`src/rtl/alu_pkg.sv`:
```
// rtl/alu_pkg.sv - shared opcode indices, constant table, field positions and FSM states for the ALU issue controller
package alu_pkg;

    // ALU operation indices (alu_instr[4:1])
    localparam logic [3:0] K_ADD  = 4'd0;
    localparam logic [3:0] K_ADDC = 4'd1;
    localparam logic [3:0] K_SUB  = 4'd2;
    localparam logic [3:0] K_SUBC = 4'd3;
    localparam logic [3:0] K_DADD = 4'd4;
    localparam logic [3:0] K_CMP  = 4'd5;
    localparam logic [3:0] K_XOR  = 4'd6;
    localparam logic [3:0] K_AND  = 4'd7;
    localparam logic [3:0] K_OR   = 4'd8;
    localparam logic [3:0] K_BIT  = 4'd9;
    localparam logic [3:0] K_BIC  = 4'd10;
    localparam logic [3:0] K_BIS  = 4'd11;
    localparam logic [3:0] K_SRA  = 4'd12;
    localparam logic [3:0] K_RRC  = 4'd13;

    // Opcode byte ranges
    localparam logic [7:0] OPC_2OP_LO = 8'h40;
    localparam logic [7:0] OPC_2OP_HI = 8'h4B;
    localparam logic [7:0] OPC_UNARY  = 8'h4D;

    // Instruction field positions
    localparam int RC_BIT  = 7;
    localparam int B_BIT   = 6;
    localparam int SRC_LSB = 3;
    localparam int DST_LSB = 0;

    typedef enum logic [2:0] {
        S_IDLE,
        S_DECODE,
        S_OPER,
        S_EXEC,
        S_CAPT,
        S_WB,
        S_ERR
    } state_t;

    typedef struct packed {
        logic       legal;
        logic [3:0] k;
        logic       b;
        logic       rc;
        logic       unary;
        logic [2:0] src;
        logic [2:0] dst;
        logic       wb_en;
    } dec_t;

    // CON0..CON7 constant table selected by the SRC/CON field when R/C=1
    function automatic logic [15:0] con_value(input logic [2:0] idx);
        logic [15:0] v;
        case (idx)
            3'd0:    v = 16'h0000;
            3'd1:    v = 16'h0001;
            3'd2:    v = 16'h0002;
            3'd3:    v = 16'h0004;
            3'd4:    v = 16'h0008;
            3'd5:    v = 16'h0010;
            3'd6:    v = 16'h0020;
            default: v = 16'hFFFF;
        endcase
        return v;
    endfunction

endpackage

```
`src/rtl/alu_issue_ctrl_if.sv`:
```
// rtl/alu_issue_ctrl_if.sv - ALU issue bus: operands/opcode/PSW/strobe out, result/PSW back
// master: issue controller (drives operands, opcode, strobe); slave: the ALU.
interface alu_issue_ctrl_if #(
    parameter int DATA_W = 16
);
    logic [DATA_W-1:0] alu_op1;
    logic [DATA_W-1:0] alu_op2;
    logic [5:0]        alu_instr;
    logic [DATA_W-1:0] alu_psw_i;
    logic              alu_e;
    logic              alu_instr_opt;
    logic [DATA_W-1:0] alu_result;
    logic [DATA_W-1:0] alu_psw_o;

    modport master (
        output alu_op1, alu_op2, alu_instr, alu_psw_i, alu_e, alu_instr_opt,
        input  alu_result, alu_psw_o
    );

    modport slave (
        input  alu_op1, alu_op2, alu_instr, alu_psw_i, alu_e, alu_instr_opt,
        output alu_result, alu_psw_o
    );
endinterface

```
`src/rtl/alu_issue_decode.sv`:
```
// rtl/alu_issue_decode.sv - combinational decode of an XM-23 arithmetic/logic word
// Ports: instr_word in (16), dec out (legal, k, B, R/C, unary, src, dst, wb_en).
module alu_issue_decode
    import alu_pkg::*;
(
    input  logic [15:0] instr_word,
    output dec_t        dec
);

    logic [7:0] opc;

    always_comb begin
        opc       = instr_word[15:8];
        dec       = '0;
        dec.b     = instr_word[B_BIT];
        dec.rc    = instr_word[RC_BIT];
        dec.src   = instr_word[SRC_LSB +: 3];
        dec.dst   = instr_word[DST_LSB +: 3];
        if (opc >= OPC_2OP_LO && opc <= OPC_2OP_HI) begin
            dec.legal = 1'b1;
            dec.k     = opc[3:0];
        end else if (opc == OPC_UNARY && !instr_word[RC_BIT]
                     && instr_word[SRC_LSB+1 +: 2] == 2'b00) begin
            // SRC field bit 3 selects SRA (0) or RRC (1)
            dec.legal = 1'b1;
            dec.unary = 1'b1;
            dec.k     = instr_word[SRC_LSB] ? K_RRC : K_SRA;
        end
        // CMP and BIT only update the PSW
        dec.wb_en = dec.legal && (dec.k != K_CMP) && (dec.k != K_BIT);
    end

endmodule

```
`src/rtl/alu_issue_ctrl.sv`:
```
// rtl/alu_issue_ctrl.sv - issues one arithmetic/logic instruction to the ALU and writes back result and PSW
// Ports: clk/rst; start_valid/start_ready/instr_word accept handshake; psw_in current PSW;
// rf_raddr_*/rf_rdata_* register reads; alu_bus ALU issue bus (master);
// rf_we/rf_waddr/rf_wdata and psw_we/psw_wdata write-back; done/illegal completion.
module alu_issue_ctrl
    import alu_pkg::*;
#(
    parameter int DATA_W = 16,
    parameter int REG_AW = 3
)(
    input  logic              clk,
    input  logic              rst,
    input  logic              start_valid,
    output logic              start_ready,
    input  logic [15:0]       instr_word,
    input  logic [DATA_W-1:0] psw_in,
    output logic [REG_AW-1:0] rf_raddr_src,
    output logic [REG_AW-1:0] rf_raddr_dst,
    input  logic [DATA_W-1:0] rf_rdata_src,
    input  logic [DATA_W-1:0] rf_rdata_dst,
    alu_issue_ctrl_if.master  alu_bus,
    output logic              rf_we,
    output logic [REG_AW-1:0] rf_waddr,
    output logic [DATA_W-1:0] rf_wdata,
    output logic              psw_we,
    output logic [DATA_W-1:0] psw_wdata,
    output logic              done,
    output logic              illegal
);

    state_t            state_q, state_d;
    logic [15:0]       instr_q, instr_d;
    logic [DATA_W-1:0] op1_q, op1_d;
    logic [DATA_W-1:0] op2_q, op2_d;
    logic [5:0]        opc_q, opc_d;
    logic [DATA_W-1:0] pswi_q, pswi_d;
    logic              opt_q, opt_d;
    logic              e_q, e_d;
    logic [DATA_W-1:0] res_q, res_d;
    logic [DATA_W-1:0] pswr_q, pswr_d;
    dec_t              dec;

    // Decode always works on the held word, so fields stay stable for the whole operation
    alu_issue_decode u_decode (
        .instr_word (instr_q),
        .dec        (dec)
    );

    always_ff @(posedge clk or posedge rst) begin
        if (rst) begin
            state_q <= S_IDLE;
            instr_q <= '0;
            op1_q   <= '0;
            op2_q   <= '0;
            opc_q   <= '0;
            pswi_q  <= '0;
            opt_q   <= 1'b0;
            e_q     <= 1'b0;
            res_q   <= '0;
            pswr_q  <= '0;
        end else begin
            state_q <= state_d;
            instr_q <= instr_d;
            op1_q   <= op1_d;
            op2_q   <= op2_d;
            opc_q   <= opc_d;
            pswi_q  <= pswi_d;
            opt_q   <= opt_d;
            e_q     <= e_d;
            res_q   <= res_d;
            pswr_q  <= pswr_d;
        end
    end

    always_comb begin
        state_d = state_q;
        instr_d = instr_q;
        op1_d   = op1_q;
        op2_d   = op2_q;
        opc_d   = opc_q;
        pswi_d  = pswi_q;
        opt_d   = opt_q;
        e_d     = 1'b0;
        res_d   = res_q;
        pswr_d  = pswr_q;
        case (state_q)
            S_IDLE: begin
                if (start_valid) begin
                    instr_d = instr_word;
                    state_d = S_DECODE;
                end
            end
            S_DECODE: state_d = dec.legal ? S_OPER : S_ERR;
            S_OPER: begin
                op1_d = rf_rdata_dst;
                if (dec.unary)
                    op2_d = '0;
                else if (dec.rc)
                    op2_d = con_value(dec.src);
                else
                    op2_d = rf_rdata_src;
                opc_d   = {1'b0, dec.k, dec.b};
                pswi_d  = psw_in;
                opt_d   = 1'b1;
                // Strobe flop is set here so alu_e is high for exactly the EXEC cycle
                e_d     = 1'b1;
                state_d = S_EXEC;
            end
            S_EXEC: state_d = S_CAPT;
            S_CAPT: begin
                res_d   = alu_bus.alu_result;
                pswr_d  = alu_bus.alu_psw_o;
                state_d = S_WB;
            end
            S_WB:    state_d = S_IDLE;
            S_ERR:   state_d = S_IDLE;
            default: state_d = S_IDLE;
        endcase
    end

    assign start_ready   = (state_q == S_IDLE);
    assign rf_raddr_src  = dec.src;
    assign rf_raddr_dst  = dec.dst;

    assign alu_bus.alu_op1       = op1_q;
    assign alu_bus.alu_op2       = op2_q;
    assign alu_bus.alu_instr     = opc_q;
    assign alu_bus.alu_psw_i     = pswi_q;
    assign alu_bus.alu_e         = e_q;
    assign alu_bus.alu_instr_opt = opt_q;

    assign rf_we     = (state_q == S_WB) && dec.wb_en;
    assign rf_waddr  = dec.dst;
    assign rf_wdata  = res_q;
    assign psw_we    = (state_q == S_WB);
    assign psw_wdata = pswr_q;
    assign done      = (state_q == S_WB) || (state_q == S_ERR);
    assign illegal   = (state_q == S_ERR);

endmodule

```
`src/flat_wrapper.sv`:
```
// flat-port wrapper written by rule: the top's interface ports become plain ports
module alu_issue_ctrl_flat import alu_pkg::*;
#(
    parameter int DATA_W = 16,
    parameter int REG_AW = 3
)
  (clk, rst, start_valid, start_ready, instr_word, psw_in, rf_raddr_src, rf_raddr_dst, rf_rdata_src, rf_rdata_dst, rf_we, rf_waddr, rf_wdata, psw_we, psw_wdata, done, illegal, alu_bus_alu_op1, alu_bus_alu_op2, alu_bus_alu_instr, alu_bus_alu_psw_i, alu_bus_alu_e, alu_bus_alu_instr_opt, alu_bus_alu_result, alu_bus_alu_psw_o);
  alu_issue_ctrl_if #(.DATA_W(DATA_W)) alu_bus_i ();
  input  logic clk;
  input  logic rst;
  input  logic start_valid;
  output logic start_ready;
  input  logic [15:0] instr_word;
  input  logic [DATA_W-1:0] psw_in;
  output logic [REG_AW-1:0] rf_raddr_src;
  output logic [REG_AW-1:0] rf_raddr_dst;
  input  logic [DATA_W-1:0] rf_rdata_src;
  input  logic [DATA_W-1:0] rf_rdata_dst;
  output logic rf_we;
  output logic [REG_AW-1:0] rf_waddr;
  output logic [DATA_W-1:0] rf_wdata;
  output logic psw_we;
  output logic [DATA_W-1:0] psw_wdata;
  output logic done;
  output logic illegal;
  output wire logic [$bits(alu_bus_i.alu_op1)-1:0] alu_bus_alu_op1;
  output wire logic [$bits(alu_bus_i.alu_op2)-1:0] alu_bus_alu_op2;
  output wire logic [$bits(alu_bus_i.alu_instr)-1:0] alu_bus_alu_instr;
  output wire logic [$bits(alu_bus_i.alu_psw_i)-1:0] alu_bus_alu_psw_i;
  output wire logic [$bits(alu_bus_i.alu_e)-1:0] alu_bus_alu_e;
  output wire logic [$bits(alu_bus_i.alu_instr_opt)-1:0] alu_bus_alu_instr_opt;
  input wire logic [$bits(alu_bus_i.alu_result)-1:0] alu_bus_alu_result;
  input wire logic [$bits(alu_bus_i.alu_psw_o)-1:0] alu_bus_alu_psw_o;
  assign alu_bus_alu_op1 = alu_bus_i.alu_op1;
  assign alu_bus_alu_op2 = alu_bus_i.alu_op2;
  assign alu_bus_alu_instr = alu_bus_i.alu_instr;
  assign alu_bus_alu_psw_i = alu_bus_i.alu_psw_i;
  assign alu_bus_alu_e = alu_bus_i.alu_e;
  assign alu_bus_alu_instr_opt = alu_bus_i.alu_instr_opt;
  assign alu_bus_i.alu_result = alu_bus_alu_result;
  assign alu_bus_i.alu_psw_o = alu_bus_alu_psw_o;
  alu_issue_ctrl #(.DATA_W(DATA_W), .REG_AW(REG_AW)) u_core (.clk(clk), .rst(rst), .start_valid(start_valid), .start_ready(start_ready), .instr_word(instr_word), .psw_in(psw_in), .rf_raddr_src(rf_raddr_src), .rf_raddr_dst(rf_raddr_dst), .rf_rdata_src(rf_rdata_src), .rf_rdata_dst(rf_rdata_dst), .alu_bus(alu_bus_i), .rf_we(rf_we), .rf_waddr(rf_waddr), .rf_wdata(rf_wdata), .psw_we(psw_we), .psw_wdata(psw_wdata), .done(done), .illegal(illegal));
endmodule
```
`config.mk`:
```
export PLATFORM = sky130hd
export DESIGN_NAME = alu_issue_ctrl_flat
export DESIGN_NICKNAME = d
export VERILOG_FILES = /design/src/rtl/alu_pkg.sv /design/src/rtl/alu_issue_ctrl_if.sv /design/src/rtl/alu_issue_decode.sv /design/src/rtl/alu_issue_ctrl.sv /design/src/flat_wrapper.sv
export SDC_FILE = /design/constraint.sdc
export NUM_CORES = 1
export LEC_CHECK = 0
export ABC_AREA = 0
export BUFFER_PORTS_ARGS = -buffer_cell sky130_fd_sc_hd__buf_2
export CORE_MARGIN = 2
export CORE_UTILIZATION = 42
export CTS_CLUSTER_DIAMETER = 50
export DETAILED_ROUTE_END_ITERATION = 7
export GPL_ROUTABILITY_DRIVEN = 0
export GPL_TIMING_DRIVEN = 1
export PLACE_DENSITY = 0.72
export SYNTH_ARGS = -nofsm -noshare
export SYNTH_HDL_FRONTEND = slang
export SYNTH_SLANG_ARGS = --single-unit
export TNS_END_PERCENT = 50
```
`constraint.sdc`:
```
create_clock -name clk -period 2.9 [get_ports clk]
set_input_delay 0.29 -clock clk [delete_from_list [all_inputs] [get_ports clk]]
set_output_delay 0.29 -clock clk [all_outputs]
set_load 0.005 [all_outputs]
```
==> flow_summary_export.csv, run 1 <==
group,metric,value,unit
drt,avgRoutedWirePerCell,14.1,um
clock_tree,postCtsHoldBufs,0,
die,io_pins,201,
layout,final_core_util,54.8,%
global_routing,grt_max_degree,69,
drt,avgViaCountPerCell,4.85,
layout,diodes,0,
power_and_ir_drop,total_leakage_power,0.00297,uW
layout,final_nets,670,
layout,final_layout_size_suffix_gt1_share,47.9,%
critical_path,worstPathRequired,2.61,ns
logic_synthesis,synth_top_family_by_area,"simple AND/OR/NAND/NOR gates",
global_routing,track_usage,18.1,%
sta,worstMarginPinSlew,0.862,ns
sta,final.setup_skew,0.0125,ns
sta,setup_violations,0,
sta,fin_crit,2.39,ns
logic_synthesis,synthMostInstantiatedCell,"dfrtp_1",
clock_tree,postCtsSetupBuffers,0,
logic_synthesis,ys_async_sr_fraction,100,%
logic_synthesis,ys_top_cells_by_count,"106 x dfrtp_1, 104 x nand2_1, 48 x mux2_2, 19 x inv_1, 18 x o21ai_0",
clock_tree,post_cts_resized,0,
clock_tree,clockRootBuffer,"clkbuf_8",
logic_synthesis,ys_types,38,
power_and_ir_drop,peakVddDrop,0.000437,V
drt,drt_first_pass_iters,4,
place,port-buffer-count,199,
sta,slew_headroom,42.6,%
die,die_y,106,um
sta,rsz0062_at_grt,"no",
logic_synthesis,mappedNetlistArea,4380,sq um
sta,finalHoldViolations,0,
logic_synthesis,synth_top_area_share,60.6,%
sta,fin_tns_setup,0,ns
drt,drt_iter0_drc,174,
logic_synthesis,synthSimpleGateAreaFrac,12.9,%
clock_tree,clk_latency,0.36,ns
logic_synthesis,seq_area_frac_synth,60.6,%
global_routing,overflow,0,
logic_synthesis,ys_warn_count,0,
layout,area_delta_synth_final,28.2,%
critical_path,crit_arrival,2.10,ns
clock_tree,cts.sinks,106,
clock_tree,clockBufferDepth,2,
critical_path,worstSetupPathType,"register to primary output",
run_status,outcome,"finished, final reports clean",
flow_run,cap_violations,0,
die,coreArea,10200,sq um
global_routing,grt_antenna_before_repair,0,
logic_synthesis,synthCells,390,
drt,postRouteAntennaNets,0,
drt,drc_errors,0,
clock_tree,cts_tree,"done",
logic_synthesis,synth_compound_area_share,7.06,%
die,initial_core_util,42.8,%
worst_hold_path,min_path_type,"input port to asynchronous set/reset pin",
critical_path,critPathCaptureType,"primary output",
sta,fin_crit_sh,82.4,%
logic_synthesis,syn_area_per_cell,11.2,sq um
die,fp.dieArea,11200,sq um
logic_synthesis,syn_nets,489,
global_routing,grt_pass1_wl,16.3,mm
logic_synthesis,yosys_register_bits,106,
critical_path,critPathMaxFanout,10,
power_and_ir_drop,power.density,1050,nW/um^2
logic_synthesis,synth-xor-area-share,0.801,%
logic_synthesis,synth_area_leaders,"dfrtp_1 61%, mux2_2 12%, nand2_1 8.9%, a22o_1 2.6%, o21ai_0 2.1%",
critical_path,r2r_cells,4,
logic_synthesis,synth_fa_ha_area_share,0,%
clock_tree,clkSlewWorstSetupHoldPaths,0.11,ns
place,dpl.hpwl,7.55,mm
logic_synthesis,synthMuxAreaShare,12.4,%
logic_synthesis,yosys.area.top_type,"dfrtp_1",
sta,fmax,0.419,GHz
die,dieWidth,106,um
logic_synthesis,ys.flop_type,"dfrtp_1",
clock_tree,cts_buffers,9,
drt,vias,3455,
die,rows,37,
logic_synthesis,synth_edf_count,0,
clock_tree,h-tree-depth,3,
sta,slew_viol_final,0,
critical_path,cp-start-kind,"register",
drt,drt-total-wl,10.1,mm
global_routing,grt_pass1_vias,3416,
==> final cells by class <==
cell class	instances	area [sq um]
fillers	926	4620
clock buffers	9	124
inverters	20	78.8
multi-input cells	229	1460
flip-flops and latches	106	2650
clock inverters	7	85.1
well taps	136	170
repair buffers	205	1040
==> cell usage in the layout, fill, tap and decap left out, types with 2 or more instances in the layout <==
cell,instances
inv_1,18
a32o_1,2
a22o_1,13
clkinvlp_4,3
mux2_2,48
nand3_1,4
nor3b_1,2
xnor2_1,4
nor2_1,6
inv_8,2
nand2b_1,2
buf_4,6
o21ai_0,18
dfrtp_1,106
clkbuf_8,9
nand2_1,104
buf_2,199
nor3_1,5
a31oi_1,3
==> path summary, 6_finish.rpt <==
path	startpoint	endpoint	slack, ns
min in group clk	rf_rdata_dst[8]	u_core.alu_bus.alu_op1[8]	0.12
hold / removal	rst	u_core.alu_bus.alu_op1[5]	0.06
max in group asynchronous	rst	u_core.alu_bus.alu_op2[1]	2.12
setup / recovery	u_core.instr_q[4]	rf_we	0.51
setup reg to reg	u_core.state_q[1]	u_core.alu_bus.alu_op2[0]	0.63
hold reg to reg	u_core.instr_q[6]	u_core.alu_bus.alu_instr[0]	0.47
==> report_power, final <==
group	leakage, uW	internal, uW	switching [uW]	total, uW
clock	0.0000999	416	521	937
combinational	0.00159	1210	1100	2300
sequential	0.00129	2180	462	2640
total	0.00297	3810	2080	5890
==> flip-flops by register name (all words and copies together), names as in the netlist <==
name / cells
u_core.alu_bus.alu_e: 1
u_core.alu_bus.alu_instr: 5
u_core.alu_bus.alu_instr_opt: 1
u_core.alu_bus.alu_op1: 16
u_core.alu_bus.alu_op2: 16
u_core.alu_bus.alu_psw_i: 16
u_core.instr_q: 16
u_core.psw_wdata: 16
u_core.rf_wdata: 16
u_core.state_q: 3
==> per-layer routing <==
| layer | vias to the layer above | track usage, % | routed length, um |
|---|---|---|---|
| met5 | - | 0 | 0 |
| met4 | 0 | 6.39 | 136 |
| met3 | 11 | 3.74 | 640 |
| met2 | 133 | 30.1 | 4910 |
| met1 | 1674 | 23.7 | 4380 |
| li1 | 1637 | - | - |
==> worst max-delay path: stages, from the launching register on <==
cell and delay (ns):
dfrtp_1 0.51, o41ai_1 0.47, o21ai_0 0.15, a2111oi_0 0.41, buf_2 0.20
==> per-stage QoR <==
| stage | total power [uW] | setup slack, ns | std cells | hold WS (ns) | area, sq um |
|---|---|---|---|---|---|
| after global routing | 6340 | 0.253 | 712 | 0.0899 | 5610 |
| after global placement | 4900 | 0.741 | 696 | 0.447 | 5400 |
| after detailed placement | 5010 | 0.641 | 696 | 0.452 | 5400 |
| final | 5890 | 0.512 | 712 | 0.0605 | 5610 |
| after CTS | 5960 | 0.477 | 712 | 0.0588 | 5610 |
| after floorplan | 4090 | 1.09 | 390 | 0.395 | 4380 |
==> cells by family (layout without fill, tap and decap cells) <==
kind of cell / after synthesis / in the layout
AO/OA/AOI/OAI: 44 / 44
XOR/XNOR: 4 / 4
buffers and inverters: 55 / 241
flip-flops: 106 / 106
multiplexers: 48 / 48
other: 1 / 1
AND/OR/NAND/NOR: 132 / 132
Power figures use the tool's default switching activity.
==> run 2: changes to the inputs <==
ABC_AREA = 1   (was 0)
clock period = 2.1 ns   (was 2.9 ns; I/O delays follow)
==> flow_summary_export.csv, run 2 <==
group,metric,value,unit
critical_path,worstPathRequired,1.89,ns
sta,final.setup_skew,0.0190,ns
logic_synthesis,ys_types,27,
run_status,outcome,"finished, final reports clean",
drt,drt-total-wl,10.5,mm
die,die_y,107,um
power_and_ir_drop,pwr-share-seq,44.7,%
global_routing,grt_pass1_wl,16.6,mm
die,rows,37,
power_and_ir_drop,switching_share,36.9,%
place,port-buffer-count,199,
layout,diodes,0,
drt,drc_errors,0,
logic_synthesis,yosys.area.top_type,"dfrtp_1",
logic_synthesis,synthCells,444,
critical_path,crit_path_end,"rf_we",
drt,avgViaCountPerCell,4.65,
sta,slew_headroom,39.9,%
global_routing,grt_max_degree,64,
power_and_ir_drop,p_sw,2940,uW
sta,fin_tns_setup,0,ns
layout,nFillCells,946,
place,dpl.hpwl,7.71,mm
drt,vias,3582,
logic_synthesis,yosys_register_bits,106,
logic_synthesis,mappedNetlistArea,4420,sq um
logic_synthesis,ys_top_cells_by_count,"163 x nand2_1, 106 x dfrtp_1, 32 x mux2_2, 23 x nand3_1, 20 x nor2_1",
die,coreArea,10300,sq um
global_routing,track_usage,18.4,%
logic_synthesis,synth_top_area_share,60.1,%
clock_tree,cts.sinks,106,
die,io_pins,201,
global_routing,overflow,0,
critical_path,cp-start-kind,"register",
logic_synthesis,syn_nets,543,
sta,fin_crit,1.93,ns
worst_hold_path,min_path_type,"input port to register",
clock_tree,cts_tree,"done",
die,initial_core_util,43.0,%
clock_tree,h-tree-depth,3,
critical_path,r2r_cells,5,
layout,final_layout_size_suffix_gt1_share,42.8,%
global_routing,grt_pass1_vias,3402,
critical_path,worstSetupPathType,"register to primary output",
power_and_ir_drop,peakVddDrop,0.000666,V
place,dp.cells,754,
critical_path,cp-startpoint,"u_core.instr_q[4]",
drt,postRouteAntennaNets,0,
sta,rsz0062_at_grt,"no",
clock_tree,cts_buffers,9,
layout,final_common_cell,"buf_2",
power_and_ir_drop,power.density,1410,nW/um^2
logic_synthesis,synthMostInstantiatedCell,"nand2_1",
layout,final_nets,729,
sta,slew_viol_final,0,
drt,drt_first_pass_iters,4,
sta,worstMarginPinSlew,0.901,ns
sta,fmax,0.519,GHz
clock_tree,clockBufferDepth,2,
layout,fin_cells,771,
layout,regArea,2650,sq um
critical_path,rr_endpoint,"u_core.alu_bus.alu_op2[0]",
drt,avgRoutedWirePerCell,13.6,um
sta,hold_slack,0.0357,ns
logic_synthesis,synth_edf_count,0,
logic_synthesis,seq_area_frac_synth,60.1,%
layout,final_cell_mix,"199 x buf_2, 162 x nand2_1, 106 x dfrtp_1",
die,dieWidth,107,um
logic_synthesis,ys_async_sr_fraction,100,%
drt,drt_iter0_drc,186,
power_and_ir_drop,intPower,5020,uW
power_and_ir_drop,pwr-share-clk,15.3,%
logic_synthesis,ys.flop_type,"dfrtp_1",
global_routing,grt_antenna_before_repair,0,
logic_synthesis,synth_area_leaders,"dfrtp_1 60%, nand2_1 14%, mux2_2 8.2%, nand3_1 2.6%, buf_4 2.2%",
power_and_ir_drop,total_leakage_power,0.00307,uW
clock_tree,clk_latency,0.37,ns
critical_path,r2r-start,"u_core.state_q[1]",
sta,finalHoldViolations,0,
critical_path,crit_arrival,1.72,ns
critical_path,regToRegSetupSlack,0.41,ns
layout,multi_input_area,1500,sq um
critical_path,critPathMaxFanout,6,
critical_path,critPathCaptureType,"primary output",
clock_tree,clkSlewWorstSetupHoldPaths,0.11,ns
clock_tree,clockRootBuffer,"clkbuf_8",
logic_synthesis,ys_warn_count,0,
sta,setup_violations,0,
power_and_ir_drop,power_frac_comb,40.0,%
flow_run,cap_violations,0,
sta,fin_crit_sh,91.7,%
logic_synthesis,syn_area_per_cell,9.94,sq um
die,fp.dieArea,11300,sq um
layout,area_delta_synth_final,27.6,%
## run 2: worst min-delay path by stage
stage | from | end | slack (ns) | cells past startpoint
final | rf_rdata_dst[1] | u_core.alu_bus.alu_op1[1] | 0.04 | 3
after global routing | psw_in[12] | u_core.alu_bus.alu_psw_i[12] | 0.02 | 3
after CTS | psw_in[12] | u_core.alu_bus.alu_psw_i[12] | 0.02 | 3
after detailed placement | rst | u_core.rf_wdata[10] | 0.34 | 3
after global placement | rst | u_core.rf_wdata[15] | 0.33 | 3
after floorplan | rf_rdata_dst[0] | u_core.alu_bus.alu_op1[0] | 0.33 | 2
## run 2: cells by family (layout without fill, tap and decap cells)
logic type / count (synthesis) / count (layout) / synth area share (%)
and+or+nand+nor: 215 / 215 / 19.9
DFF: 106 / 106 / 60.1
AOI/OAI and AO/OA: 45 / 45 / 5.47
buffers and inverters: 45 / 236 / 6.26
muxes: 32 / 32 / 8.16
other: 1 / 1 / 0.0849
## run 2: worst max-delay path, cell delays in order, from the launching register on
cell,delay [ns]
dfrtp_1,0.46
inv_2,0.12
nand2_1,0.05
nor2_1,0.11
nand3_2,0.14
nand2_2,0.14
nand2_1,0.06
a21oi_1,0.12
buf_2,0.15
## run 2: stage by stage
stage / utilization [%] / total power (uW) / cell area [sq um] / worst slack, ns
after floorplan: - / 5590 / 4420 / 0.616
after global placement: 52.7 / 6650 / 5410 / 0.484
after detailed placement: 52.7 / 6820 / 5410 / 0.373
after CTS: 54.7 / 8060 / 5620 / 0.000340
after global routing: 54.8 / 8620 / 5630 / 0.0466
final: 54.8 / 7960 / 5630 / 0.174
## run 2: power groups by stage
stage / sequential (uW) / clock (uW) / combinational, uW
floorplan: 3610 / 0 / 1980
global placement: 3540 / 0 / 3120
detailed placement: 3590 / 0 / 3230
CTS: 3550 / 1280 / 3230
global route: 3670 / 1360 / 3580
finish: 3550 / 1220 / 3180
## run 2: area by class of cell
cell class	count	share of cell area, %
clock buffers	11	2.69
clock inverters	5	0.800
flip-flops and latches	106	47.1
inverters	16	1.18
repair buffers	204	18.6
multi-input cells	293	26.6
well taps	136	3.02
## run 2: timing repair
item	in CTS	in global routing
gates resized for setup	0	7
buffers inserted	0	0
setup endpoints to repair	0	1
endpoints found under the hold margin	63	0
hold buffers	1	0
## run 2: routing by layer
metal | vias up | global-route usage (%) | part of all wire [%]
li1 | 1773 | - | -
met1 | 1673 | 23.5 | 42
met2 | 124 | 31.8 | 51
met3 | 12 | 3.31 | 5.8
met4 | 0 | 5.94 | 1.5
met5 | - | 0 | 0
